`src/rtl/axi_wdma_ng_if.sv`:
```
// Bundles command, status, AXI write-master and input-stream signals of the write DMA.
// master is the DMA side, slave is the environment side.
interface axi_wdma_ng_if #(
   parameter int ADDRESS_BITS = 32,
   parameter int LENGTH_BITS  = 32,
   parameter int DATA_WIDTH   = 32
);
   localparam int BPB = DATA_WIDTH / 8;

   logic [ADDRESS_BITS-1:0] cmd_address;
   logic [LENGTH_BITS-1:0]  cmd_bytes;
   logic                    cmd_valid;
   logic                    cmd_ready;

   logic [LENGTH_BITS-1:0]  sts_bytes;
   logic                    sts_error;
   logic                    sts_early;
   logic                    sts_valid;
   logic                    sts_ready;

   logic [3:0]              axi_m_awid;
   logic [ADDRESS_BITS-1:0] axi_m_awaddr;
   logic [7:0]              axi_m_awlen;
   logic [2:0]              axi_m_awsize;
   logic [1:0]              axi_m_awburst;
   logic                    axi_m_awvalid;
   logic                    axi_m_awready;

   logic [3:0]              axi_m_wid;
   logic [DATA_WIDTH-1:0]   axi_m_wdata;
   logic [BPB-1:0]          axi_m_wstrb;
   logic                    axi_m_wlast;
   logic                    axi_m_wvalid;
   logic                    axi_m_wready;

   logic [3:0]              axi_m_bid;
   logic [1:0]              axi_m_bresp;
   logic                    axi_m_bvalid;
   logic                    axi_m_bready;

   logic [DATA_WIDTH-1:0]   din_tdata;
   logic [BPB-1:0]          din_tkeep;
   logic                    din_tlast;
   logic                    din_tvalid;
   logic                    din_tready;

   modport master (
      input  cmd_address, cmd_bytes, cmd_valid,
      output cmd_ready,
      output sts_bytes, sts_error, sts_early, sts_valid,
      input  sts_ready,
      output axi_m_awid, axi_m_awaddr, axi_m_awlen, axi_m_awsize, axi_m_awburst, axi_m_awvalid,
      input  axi_m_awready,
      output axi_m_wid, axi_m_wdata, axi_m_wstrb, axi_m_wlast, axi_m_wvalid,
      input  axi_m_wready,
      input  axi_m_bid, axi_m_bresp, axi_m_bvalid,
      output axi_m_bready,
      input  din_tdata, din_tkeep, din_tlast, din_tvalid,
      output din_tready
   );

   modport slave (
      output cmd_address, cmd_bytes, cmd_valid,
      input  cmd_ready,
      input  sts_bytes, sts_error, sts_early, sts_valid,
      output sts_ready,
      input  axi_m_awid, axi_m_awaddr, axi_m_awlen, axi_m_awsize, axi_m_awburst, axi_m_awvalid,
      output axi_m_awready,
      input  axi_m_wid, axi_m_wdata, axi_m_wstrb, axi_m_wlast, axi_m_wvalid,
      output axi_m_wready,
      output axi_m_bid, axi_m_bresp, axi_m_bvalid,
      input  axi_m_bready,
      output din_tdata, din_tkeep, din_tlast, din_tvalid,
      input  din_tready
   );
endinterface

```
`src/rtl/axi_wdma_ng.sv`:
```
// Stream-to-AXI write DMA: splits a command into INCR bursts (MAX_BURST / 4 KB limited),
// one burst outstanding, pads the burst after an early tlast and reports bytes/error/early.
module axi_wdma_ng #(
   parameter int         ADDRESS_BITS = 32,
   parameter int         LENGTH_BITS  = 32,
   parameter int         DATA_WIDTH   = 32,
   parameter int         MAX_BURST    = 256,
   parameter logic [3:0] AXI_ID       = 4'd0
) (
   input logic           aclk,
   input logic           areset,
   axi_wdma_ng_if.master bus
);
   localparam int BPB = DATA_WIDTH / 8;
   localparam int SZ  = $clog2(BPB);

   typedef enum logic [2:0] {IDLE, CALC, ADDR, DATA, RESP, STAT} state_t;

   state_t                  state_q, state_d;
   logic [ADDRESS_BITS-1:0] addr_q, addr_d;
   logic [LENGTH_BITS-1:0]  remaining_q, remaining_d;
   logic [8:0]              burst_q, burst_d;
   logic [7:0]              awlen_q, awlen_d;
   logic [7:0]              cnt_q, cnt_d;
   logic                    pad_q, pad_d;
   logic                    cmd_ready_q, cmd_ready_d;
   logic                    awvalid_q, awvalid_d;
   logic                    bready_q, bready_d;
   logic                    sts_valid_q, sts_valid_d;
   logic                    sts_error_q, sts_error_d;
   logic                    sts_early_q, sts_early_d;
   logic [LENGTH_BITS-1:0]  sts_bytes_q, sts_bytes_d;

   logic                    in_data, wlast, w_fire, s_fire;
   logic [LENGTH_BITS-1:0]  cmd_beats, burst_calc;
   logic [12:0]             to_4k;
   logic                    unused_bits;

   function automatic logic [LENGTH_BITS-1:0] popcount(input logic [BPB-1:0] k);
      popcount = '0;
      for (int i = 0; i < BPB; i++) popcount = popcount + LENGTH_BITS'(k[i]);
   endfunction

   assign cmd_beats = (bus.cmd_bytes >> SZ) + LENGTH_BITS'(|bus.cmd_bytes[SZ-1:0]);
   assign to_4k     = (13'd4096 - {1'b0, addr_q[11:0]}) >> SZ;

   always_comb begin
      burst_calc = remaining_q;
      if (burst_calc > LENGTH_BITS'(MAX_BURST)) burst_calc = LENGTH_BITS'(MAX_BURST);
      if (burst_calc > LENGTH_BITS'(to_4k))     burst_calc = LENGTH_BITS'(to_4k);
   end

   assign in_data = (state_q == DATA);
   assign wlast   = in_data && (cnt_q == awlen_q);

   assign bus.axi_m_awid    = AXI_ID;
   assign bus.axi_m_awaddr  = addr_q;
   assign bus.axi_m_awlen   = awlen_q;
   assign bus.axi_m_awsize  = 3'(SZ);
   assign bus.axi_m_awburst = 2'b01;
   assign bus.axi_m_awvalid = awvalid_q;
   assign bus.axi_m_wid     = AXI_ID;
   // Once padding, the stream is frozen and zero-strobe filler beats close the burst.
   assign bus.axi_m_wvalid  = in_data && (pad_q || bus.din_tvalid);
   assign bus.axi_m_wdata   = pad_q ? '0 : bus.din_tdata;
   assign bus.axi_m_wstrb   = pad_q ? '0 : bus.din_tkeep;
   assign bus.axi_m_wlast   = wlast;
   assign bus.axi_m_bready  = bready_q;
   assign bus.din_tready    = in_data && !pad_q && bus.axi_m_wready;
   assign bus.cmd_ready     = cmd_ready_q;
   assign bus.sts_valid     = sts_valid_q;
   assign bus.sts_error     = sts_error_q;
   assign bus.sts_early     = sts_early_q;
   assign bus.sts_bytes     = sts_bytes_q;

   assign w_fire = bus.axi_m_wvalid && bus.axi_m_wready;
   assign s_fire = bus.din_tvalid && bus.din_tready;
   assign unused_bits = ^{bus.axi_m_bid, burst_calc[LENGTH_BITS-1:9]};

   always_comb begin
      state_d     = state_q;
      addr_d      = addr_q;
      remaining_d = remaining_q;
      burst_d     = burst_q;
      awlen_d     = awlen_q;
      cnt_d       = cnt_q;
      pad_d       = pad_q;
      cmd_ready_d = cmd_ready_q;
      awvalid_d   = awvalid_q;
      bready_d    = bready_q;
      sts_valid_d = sts_valid_q;
      sts_error_d = sts_error_q;
      sts_early_d = sts_early_q;
      sts_bytes_d = sts_bytes_q;
      case (state_q)
         IDLE: if (bus.cmd_valid) begin
            addr_d      = bus.cmd_address & ~ADDRESS_BITS'(BPB - 1);
            remaining_d = cmd_beats;
            cmd_ready_d = 1'b0;
            sts_bytes_d = '0;
            sts_error_d = 1'b0;
            sts_early_d = 1'b0;
            if (cmd_beats == '0) begin
               state_d     = STAT;
               sts_valid_d = 1'b1;
            end else begin
               state_d = CALC;
            end
         end
         CALC: begin
            burst_d   = burst_calc[8:0];
            awlen_d   = 8'(burst_calc - 1'b1);
            cnt_d     = '0;
            pad_d     = 1'b0;
            awvalid_d = 1'b1;
            state_d   = ADDR;
         end
         ADDR: if (bus.axi_m_awready) begin
            awvalid_d = 1'b0;
            state_d   = DATA;
         end
         DATA: begin
            if (s_fire) sts_bytes_d = sts_bytes_q + popcount(bus.din_tkeep);
            if (w_fire) begin
               cnt_d       = cnt_q + 8'd1;
               remaining_d = remaining_q - 1'b1;
               // tlast on the command's final beat is the normal end, not an early one.
               if (s_fire && bus.din_tlast && remaining_q != LENGTH_BITS'(1)) begin
                  sts_early_d = 1'b1;
                  pad_d       = !wlast;
               end
               if (wlast) begin
                  pad_d    = 1'b0;
                  bready_d = 1'b1;
                  state_d  = RESP;
               end
            end
         end
         RESP: if (bus.axi_m_bvalid) begin
            bready_d    = 1'b0;
            sts_error_d = sts_error_q | (bus.axi_m_bresp != 2'b00);
            addr_d      = addr_q + (ADDRESS_BITS'(burst_q) << SZ);
            if (remaining_q != '0 && !sts_early_q) begin
               state_d = CALC;
            end else begin
               state_d     = STAT;
               sts_valid_d = 1'b1;
            end
         end
         STAT: if (bus.sts_ready) begin
            sts_valid_d = 1'b0;
            cmd_ready_d = 1'b1;
            state_d     = IDLE;
         end
         default: state_d = IDLE;
      endcase
   end

   always_ff @(posedge aclk) begin
      if (areset) begin
         state_q     <= IDLE;
         addr_q      <= '0;
         remaining_q <= '0;
         burst_q     <= '0;
         awlen_q     <= '0;
         cnt_q       <= '0;
         pad_q       <= 1'b0;
         cmd_ready_q <= 1'b1;
         awvalid_q   <= 1'b0;
         bready_q    <= 1'b0;
         sts_valid_q <= 1'b0;
         sts_error_q <= 1'b0;
         sts_early_q <= 1'b0;
         sts_bytes_q <= '0;
      end else begin
         state_q     <= state_d;
         addr_q      <= addr_d;
         remaining_q <= remaining_d;
         burst_q     <= burst_d;
         awlen_q     <= awlen_d;
         cnt_q       <= cnt_d;
         pad_q       <= pad_d;
         cmd_ready_q <= cmd_ready_d;
         awvalid_q   <= awvalid_d;
         bready_q    <= bready_d;
         sts_valid_q <= sts_valid_d;
         sts_error_q <= sts_error_d;
         sts_early_q <= sts_early_d;
         sts_bytes_q <= sts_bytes_d;
      end
   end
endmodule

```
`src/flat_wrapper.sv`:
```
// flat-port wrapper written by rule: the top's interface ports become plain ports
module axi_wdma_ng_flat 
#(
   parameter int         ADDRESS_BITS = 32,
   parameter int         LENGTH_BITS  = 32,
   parameter int         DATA_WIDTH   = 32,
   parameter int         MAX_BURST    = 256,
   parameter logic [3:0] AXI_ID       = 4'd0
)
  (aclk, areset, bus_cmd_address, bus_cmd_bytes, bus_cmd_valid, bus_cmd_ready, bus_sts_bytes, bus_sts_error, bus_sts_early, bus_sts_valid, bus_sts_ready, bus_axi_m_awid, bus_axi_m_awaddr, bus_axi_m_awlen, bus_axi_m_awsize, bus_axi_m_awburst, bus_axi_m_awvalid, bus_axi_m_awready, bus_axi_m_wid, bus_axi_m_wdata, bus_axi_m_wstrb, bus_axi_m_wlast, bus_axi_m_wvalid, bus_axi_m_wready, bus_axi_m_bid, bus_axi_m_bresp, bus_axi_m_bvalid, bus_axi_m_bready, bus_din_tdata, bus_din_tkeep, bus_din_tlast, bus_din_tvalid, bus_din_tready);
  axi_wdma_ng_if #(.ADDRESS_BITS(ADDRESS_BITS), .LENGTH_BITS(LENGTH_BITS), .DATA_WIDTH(DATA_WIDTH)) bus_i ();
  input logic aclk;
  input logic areset;
  input wire logic [$bits(bus_i.cmd_address)-1:0] bus_cmd_address;
  input wire logic [$bits(bus_i.cmd_bytes)-1:0] bus_cmd_bytes;
  input wire logic [$bits(bus_i.cmd_valid)-1:0] bus_cmd_valid;
  output wire logic [$bits(bus_i.cmd_ready)-1:0] bus_cmd_ready;
  output wire logic [$bits(bus_i.sts_bytes)-1:0] bus_sts_bytes;
  output wire logic [$bits(bus_i.sts_error)-1:0] bus_sts_error;
  output wire logic [$bits(bus_i.sts_early)-1:0] bus_sts_early;
  output wire logic [$bits(bus_i.sts_valid)-1:0] bus_sts_valid;
  input wire logic [$bits(bus_i.sts_ready)-1:0] bus_sts_ready;
  output wire logic [$bits(bus_i.axi_m_awid)-1:0] bus_axi_m_awid;
  output wire logic [$bits(bus_i.axi_m_awaddr)-1:0] bus_axi_m_awaddr;
  output wire logic [$bits(bus_i.axi_m_awlen)-1:0] bus_axi_m_awlen;
  output wire logic [$bits(bus_i.axi_m_awsize)-1:0] bus_axi_m_awsize;
  output wire logic [$bits(bus_i.axi_m_awburst)-1:0] bus_axi_m_awburst;
  output wire logic [$bits(bus_i.axi_m_awvalid)-1:0] bus_axi_m_awvalid;
  input wire logic [$bits(bus_i.axi_m_awready)-1:0] bus_axi_m_awready;
  output wire logic [$bits(bus_i.axi_m_wid)-1:0] bus_axi_m_wid;
  output wire logic [$bits(bus_i.axi_m_wdata)-1:0] bus_axi_m_wdata;
  output wire logic [$bits(bus_i.axi_m_wstrb)-1:0] bus_axi_m_wstrb;
  output wire logic [$bits(bus_i.axi_m_wlast)-1:0] bus_axi_m_wlast;
  output wire logic [$bits(bus_i.axi_m_wvalid)-1:0] bus_axi_m_wvalid;
  input wire logic [$bits(bus_i.axi_m_wready)-1:0] bus_axi_m_wready;
  input wire logic [$bits(bus_i.axi_m_bid)-1:0] bus_axi_m_bid;
  input wire logic [$bits(bus_i.axi_m_bresp)-1:0] bus_axi_m_bresp;
  input wire logic [$bits(bus_i.axi_m_bvalid)-1:0] bus_axi_m_bvalid;
  output wire logic [$bits(bus_i.axi_m_bready)-1:0] bus_axi_m_bready;
  input wire logic [$bits(bus_i.din_tdata)-1:0] bus_din_tdata;
  input wire logic [$bits(bus_i.din_tkeep)-1:0] bus_din_tkeep;
  input wire logic [$bits(bus_i.din_tlast)-1:0] bus_din_tlast;
  input wire logic [$bits(bus_i.din_tvalid)-1:0] bus_din_tvalid;
  output wire logic [$bits(bus_i.din_tready)-1:0] bus_din_tready;
  assign bus_i.cmd_address = bus_cmd_address;
  assign bus_i.cmd_bytes = bus_cmd_bytes;
  assign bus_i.cmd_valid = bus_cmd_valid;
  assign bus_cmd_ready = bus_i.cmd_ready;
  assign bus_sts_bytes = bus_i.sts_bytes;
  assign bus_sts_error = bus_i.sts_error;
  assign bus_sts_early = bus_i.sts_early;
  assign bus_sts_valid = bus_i.sts_valid;
  assign bus_i.sts_ready = bus_sts_ready;
  assign bus_axi_m_awid = bus_i.axi_m_awid;
  assign bus_axi_m_awaddr = bus_i.axi_m_awaddr;
  assign bus_axi_m_awlen = bus_i.axi_m_awlen;
  assign bus_axi_m_awsize = bus_i.axi_m_awsize;
  assign bus_axi_m_awburst = bus_i.axi_m_awburst;
  assign bus_axi_m_awvalid = bus_i.axi_m_awvalid;
  assign bus_i.axi_m_awready = bus_axi_m_awready;
  assign bus_axi_m_wid = bus_i.axi_m_wid;
  assign bus_axi_m_wdata = bus_i.axi_m_wdata;
  assign bus_axi_m_wstrb = bus_i.axi_m_wstrb;
  assign bus_axi_m_wlast = bus_i.axi_m_wlast;
  assign bus_axi_m_wvalid = bus_i.axi_m_wvalid;
  assign bus_i.axi_m_wready = bus_axi_m_wready;
  assign bus_i.axi_m_bid = bus_axi_m_bid;
  assign bus_i.axi_m_bresp = bus_axi_m_bresp;
  assign bus_i.axi_m_bvalid = bus_axi_m_bvalid;
  assign bus_axi_m_bready = bus_i.axi_m_bready;
  assign bus_i.din_tdata = bus_din_tdata;
  assign bus_i.din_tkeep = bus_din_tkeep;
  assign bus_i.din_tlast = bus_din_tlast;
  assign bus_i.din_tvalid = bus_din_tvalid;
  assign bus_din_tready = bus_i.din_tready;
  axi_wdma_ng #(.ADDRESS_BITS(ADDRESS_BITS), .LENGTH_BITS(LENGTH_BITS), .DATA_WIDTH(DATA_WIDTH), .MAX_BURST(MAX_BURST), .AXI_ID(AXI_ID)) u_core (.aclk(aclk), .areset(areset), .bus(bus_i));
endmodule
```
`config.mk`:
```
export PLATFORM = sky130hd
export DESIGN_NAME = axi_wdma_ng_flat
export DESIGN_NICKNAME = d
export VERILOG_FILES = /design/src/rtl/axi_wdma_ng_if.sv /design/src/rtl/axi_wdma_ng.sv /design/src/flat_wrapper.sv
export SDC_FILE = /design/constraint.sdc
export NUM_CORES = 1
export LEC_CHECK = 0
export BUFFER_PORTS_ARGS = -buffer_cell sky130_fd_sc_hd__buf_2
export CORE_MARGIN = 2
export CORE_UTILIZATION = 35
export DETAILED_ROUTE_END_ITERATION = 8
export PLACE_DENSITY = 0.6
export SLEW_MARGIN = 10
export SYNTH_ARGS = -nofsm -noshare
export SYNTH_HDL_FRONTEND = slang
export SYNTH_SLANG_ARGS = --single-unit
```
`constraint.sdc`:
```
create_clock -name aclk -period 4.5 [get_ports aclk]
set_input_delay 0.225 -clock aclk [delete_from_list [all_inputs] [get_ports aclk]]
set_output_delay 0.225 -clock aclk [all_outputs]
set_load 0.005 [all_outputs]
```
==> results.sh <==
export IMPL_outcome="finished clean"
export IMPL_synth_compound_area_share=0.181
export IMPL_fp_dieW_um=163
export IMPL_setup_viol=0
export IMPL_cts_inserted_buffers=17
export IMPL_grt_pass1_vias=8111
export IMPL_finalCoreUtilization=0.440
export IMPL_root_buffer="clkbuf_16"
export IMPL_timing_hold_ws_ns=0.0712
export IMPL_drv_slew=0
export IMPL_hold_viol_final=0
export IMPL_globalRouteMet3Util=0.0295
export IMPL_min_path_type="in -> reg"
export IMPL_clockBufferDepth=2
export IMPL_via_per_inst=5.27
export IMPL_max_freq_ghz=0.225
export IMPL_max_cap_violations=0
export IMPL_critPathCaptureType="flip-flop"
export IMPL_cts_htree_levels=4
export IMPL_ant_nets=0
export IMPL_area_growth_pct=24.1
export IMPL_dieArea_um2=26700
export IMPL_synthTopCellsByArea="dfxtp_1 (29%), nor2_1 (6.3%), xor2_1 (5.5%), ha_1 (4.8%), nand2_1 (4.6%)"
export IMPL_grt_busiest_layer="met2"
export IMPL_dp_slack_ns=0.0423
export IMPL_postCtsHoldBufs=0
export IMPL_synth_edf_count=0
export IMPL_p_total_uw=4120
export IMPL_yosys_area_share_simple=0.299
export IMPL_met1_usage=0.287
export IMPL_n_fill_cell=2631
export IMPL_yosys_most_used_dff="dfxtp_1"
export IMPL_crit_required_ns=4.82
export IMPL_core_area_um2=25100
export IMPL_yosys_top_cells_count="nor2_1 (150), dfxtp_1 (129), nand2_1 (109), a21oi_1 (65), xor2_1 (56)"
export IMPL_grt_pass1_wl_um=42700
export IMPL_fp_dieH_um=163
export IMPL_insertion_delay_ns=0.44
export IMPL_yosysUniqueCellTypes=74
export IMPL_drt_iter0_markers=774
export IMPL_grtUsageMet2=0.309
export IMPL_clkTransAtPathRegs_ns=0.07
export IMPL_drive_gt1_frac=0.238
export IMPL_startpoint_type="flip-flop"
export IMPL_drc_errors=0
export IMPL_relSlewSlack=0.235
export IMPL_final_area_um2=11100
export IMPL_synthMuxAreaShare=0.0200
export IMPL_min_period_ns=4.44
export IMPL_p_leak_uw=0.00472
export IMPL_fin_ws_ns=0.0591
export IMPL_overflow=0
export IMPL_ir_worst_vdd_mv=0.184
export IMPL_synth_area_leader_cell="dfxtp_1"
export IMPL_syn_cell_area_um2=8900
export IMPL_yosysSeqAreaShare=0.290
export IMPL_routabilityCongestion=0.855
export IMPL_dpl_cell_area_um2=10300
export IMPL_port_buffers=223
export IMPL_cp_max_fo=6
export IMPL_syn_inst=1165
export IMPL_synthXorXnorAreaFrac=0.0984
export IMPL_powerDensity_nw_per_um2=373
export IMPL_worst_pin_slew_ns=1.14
export IMPL_via_count=9107
export IMPL_crit_type="reg -> reg"
export IMPL_routedWlPerCell_um=15.9
export IMPL_yosysMostFrequentCell="nor2_1"
export IMPL_synth_fa_ha_area_frac=0.0545
export IMPL_dpl_hpwl_um=20500
export IMPL_wirelength_um=27500
export IMPL_antenna_cells=0
export IMPL_synth_seq_cells=129
export IMPL_cts_tree="built"
export IMPL_antenna_found_initial=0
export IMPL_initial_core_util=0.355
export IMPL_synth_top_cell_area_share=0.290
export IMPL_nNetsFinal=1536
export IMPL_clock_sinks=129
export IMPL_skew_ns=0.0166
export IMPL_cp_data_arrival_time_ns=4.76
export IMPL_postSynthAreaPerCell_um2=7.64
export IMPL_async_reset_ff_frac=0
export IMPL_ios=245
export IMPL_grt_max_degree=48
export IMPL_drtPass1Iterations=6
export IMPL_fp_row_count=58
export IMPL_fin_crit_sh=0.987
export IMPL_synth_top_family_by_area="simple AND/OR/NAND/NOR gates"
export IMPL_yosys_warnings=0
export IMPL_grt_usage=0.199
-- cell families (layout without fill, tap and decap cells) --
family / Yosys count / after routing
other cells: 2 / 17
buf+inv: 109 / 326
flops: 129 / 129
mux: 15 / 15
simple gates: 531 / 531
xor+xnor: 100 / 100
compound gates: 242 / 242
fa+ha+maj: 37 / 37
-- worst paths after layout --
path,startpoint,end,slack (ns),cells after the start
max reg2reg,u_core.remaining_q[9],u_core.bus.axi_m_awlen[4],0.06,15
max,u_core.remaining_q[9],u_core.bus.axi_m_awlen[4],0.06,15
min,bus_cmd_address[8],u_core.bus.axi_m_awaddr[8],0.07,3
min reg2reg,u_core.bus.sts_error,u_core.bus.sts_error,0.45,2
-- layer usage --
| layer | part of all wire | vias to the layer above |
|---|---|---|
| li1 | - | 4610 |
| met1 | 0.49 | 4196 |
| met2 | 0.45 | 272 |
| met3 | 0.050 | 29 |
| met4 | 0.015 | 0 |
| met5 | 0 | - |
-- report_power, final --
| part | internal (uW) | total, uW | switching, uW |
|---|---|---|---|
| Combinational | 573 | 1330 | 760 |
| Sequential | 1260 | 1410 | 150 |
| Clock | 744 | 1370 | 628 |
| Total | 2580 | 4120 | 1540 |
-- flip-flops by register name, summed over array words and instances, names as in the netlist --
| register | cells |
|---|---|
| u_core.bus.sts_early | 1 |
| u_core.bus.sts_error | 1 |
| u_core.burst_q | 9 |
| u_core.bus.sts_bytes | 32 |
| u_core.pad_q | 1 |
| u_core.bus.axi_m_awlen | 8 |
| u_core.cnt_q | 8 |
| u_core.bus.cmd_ready | 1 |
| u_core.bus.sts_valid | 1 |
| u_core.bus.axi_m_awaddr | 30 |
| u_core.bus.axi_m_awvalid | 1 |
| u_core.state_q | 3 |
| u_core.remaining_q | 32 |
| u_core.bus.axi_m_bready | 1 |
-- through the flow --
step,setup TNS [ns],instances
detailed placement,0,1685
global route,-0.322,1727
global placement,0,1685
CTS,0,1717
finish,0,1727
floorplan,0,1180
-- worst max-delay path, cell delays in order (launching register included) --
cell and delay [ns]:
dfxtp_1 0.31, or4_4 0.55, or4_4 0.52, or3_4 0.43, buf_4 0.15, nor3_2 0.23, ha_1 0.19, nand2b_1 0.07
a21oi_1 0.19, o21ai_0 0.12, a221o_2 0.48, a31oi_2 0.26, ha_2 0.25, nand3_1 0.09, and3b_1 0.19, a311o_1 0.30
-- layout make-up --
class                           instances  area, um^2  share of cell area
Clock buffer                           17         425              0.0385
Clock inverter                         15         155              0.0140
Inverter                               34         128              0.0115
Multi-Input combinational cell        942        5950               0.538
Sequential cell                       129        2580               0.234
Tap cell                              330         413              0.0374
Timing Repair Buffer                  260        1400               0.126
-- placed cells by master, fill, tap and decap left out, types with 4 or more instances in the layout --
cell / instances
nand4_1: 25
nor4_1: 25
nor2b_1: 42
inv_6: 5
xnor2_1: 44
and2_1: 7
a311o_1: 4
mux2i_1: 11
inv_8: 7
and4_1: 10
or2_2: 8
nand2b_1: 7
a21o_1: 8
and3_1: 14
o21ai_0: 39
a22oi_1: 6
nand3_1: 55
a311oi_1: 8
conb_1: 17
buf_2: 223
or3_1: 10
ha_1: 33
o211a_1: 4
a211oi_1: 27
nand2_1: 109
dfxtp_1: 128
a2111oi_0: 7
inv_1: 34
xor2_1: 56
clkbuf_16: 17
or4_1: 5
a21oi_1: 63
nor3_1: 38
o21a_1: 5
nor2_1: 149
buf_4: 36
o31ai_1: 10
o211ai_1: 8
a31oi_1: 20
-- what timing repair did --
action,in CTS,in global routing
buffers inserted,0,10
endpoints found under the setup margin,0,7
resized for setup,0,12
Power figures use the tool's default switching activity.
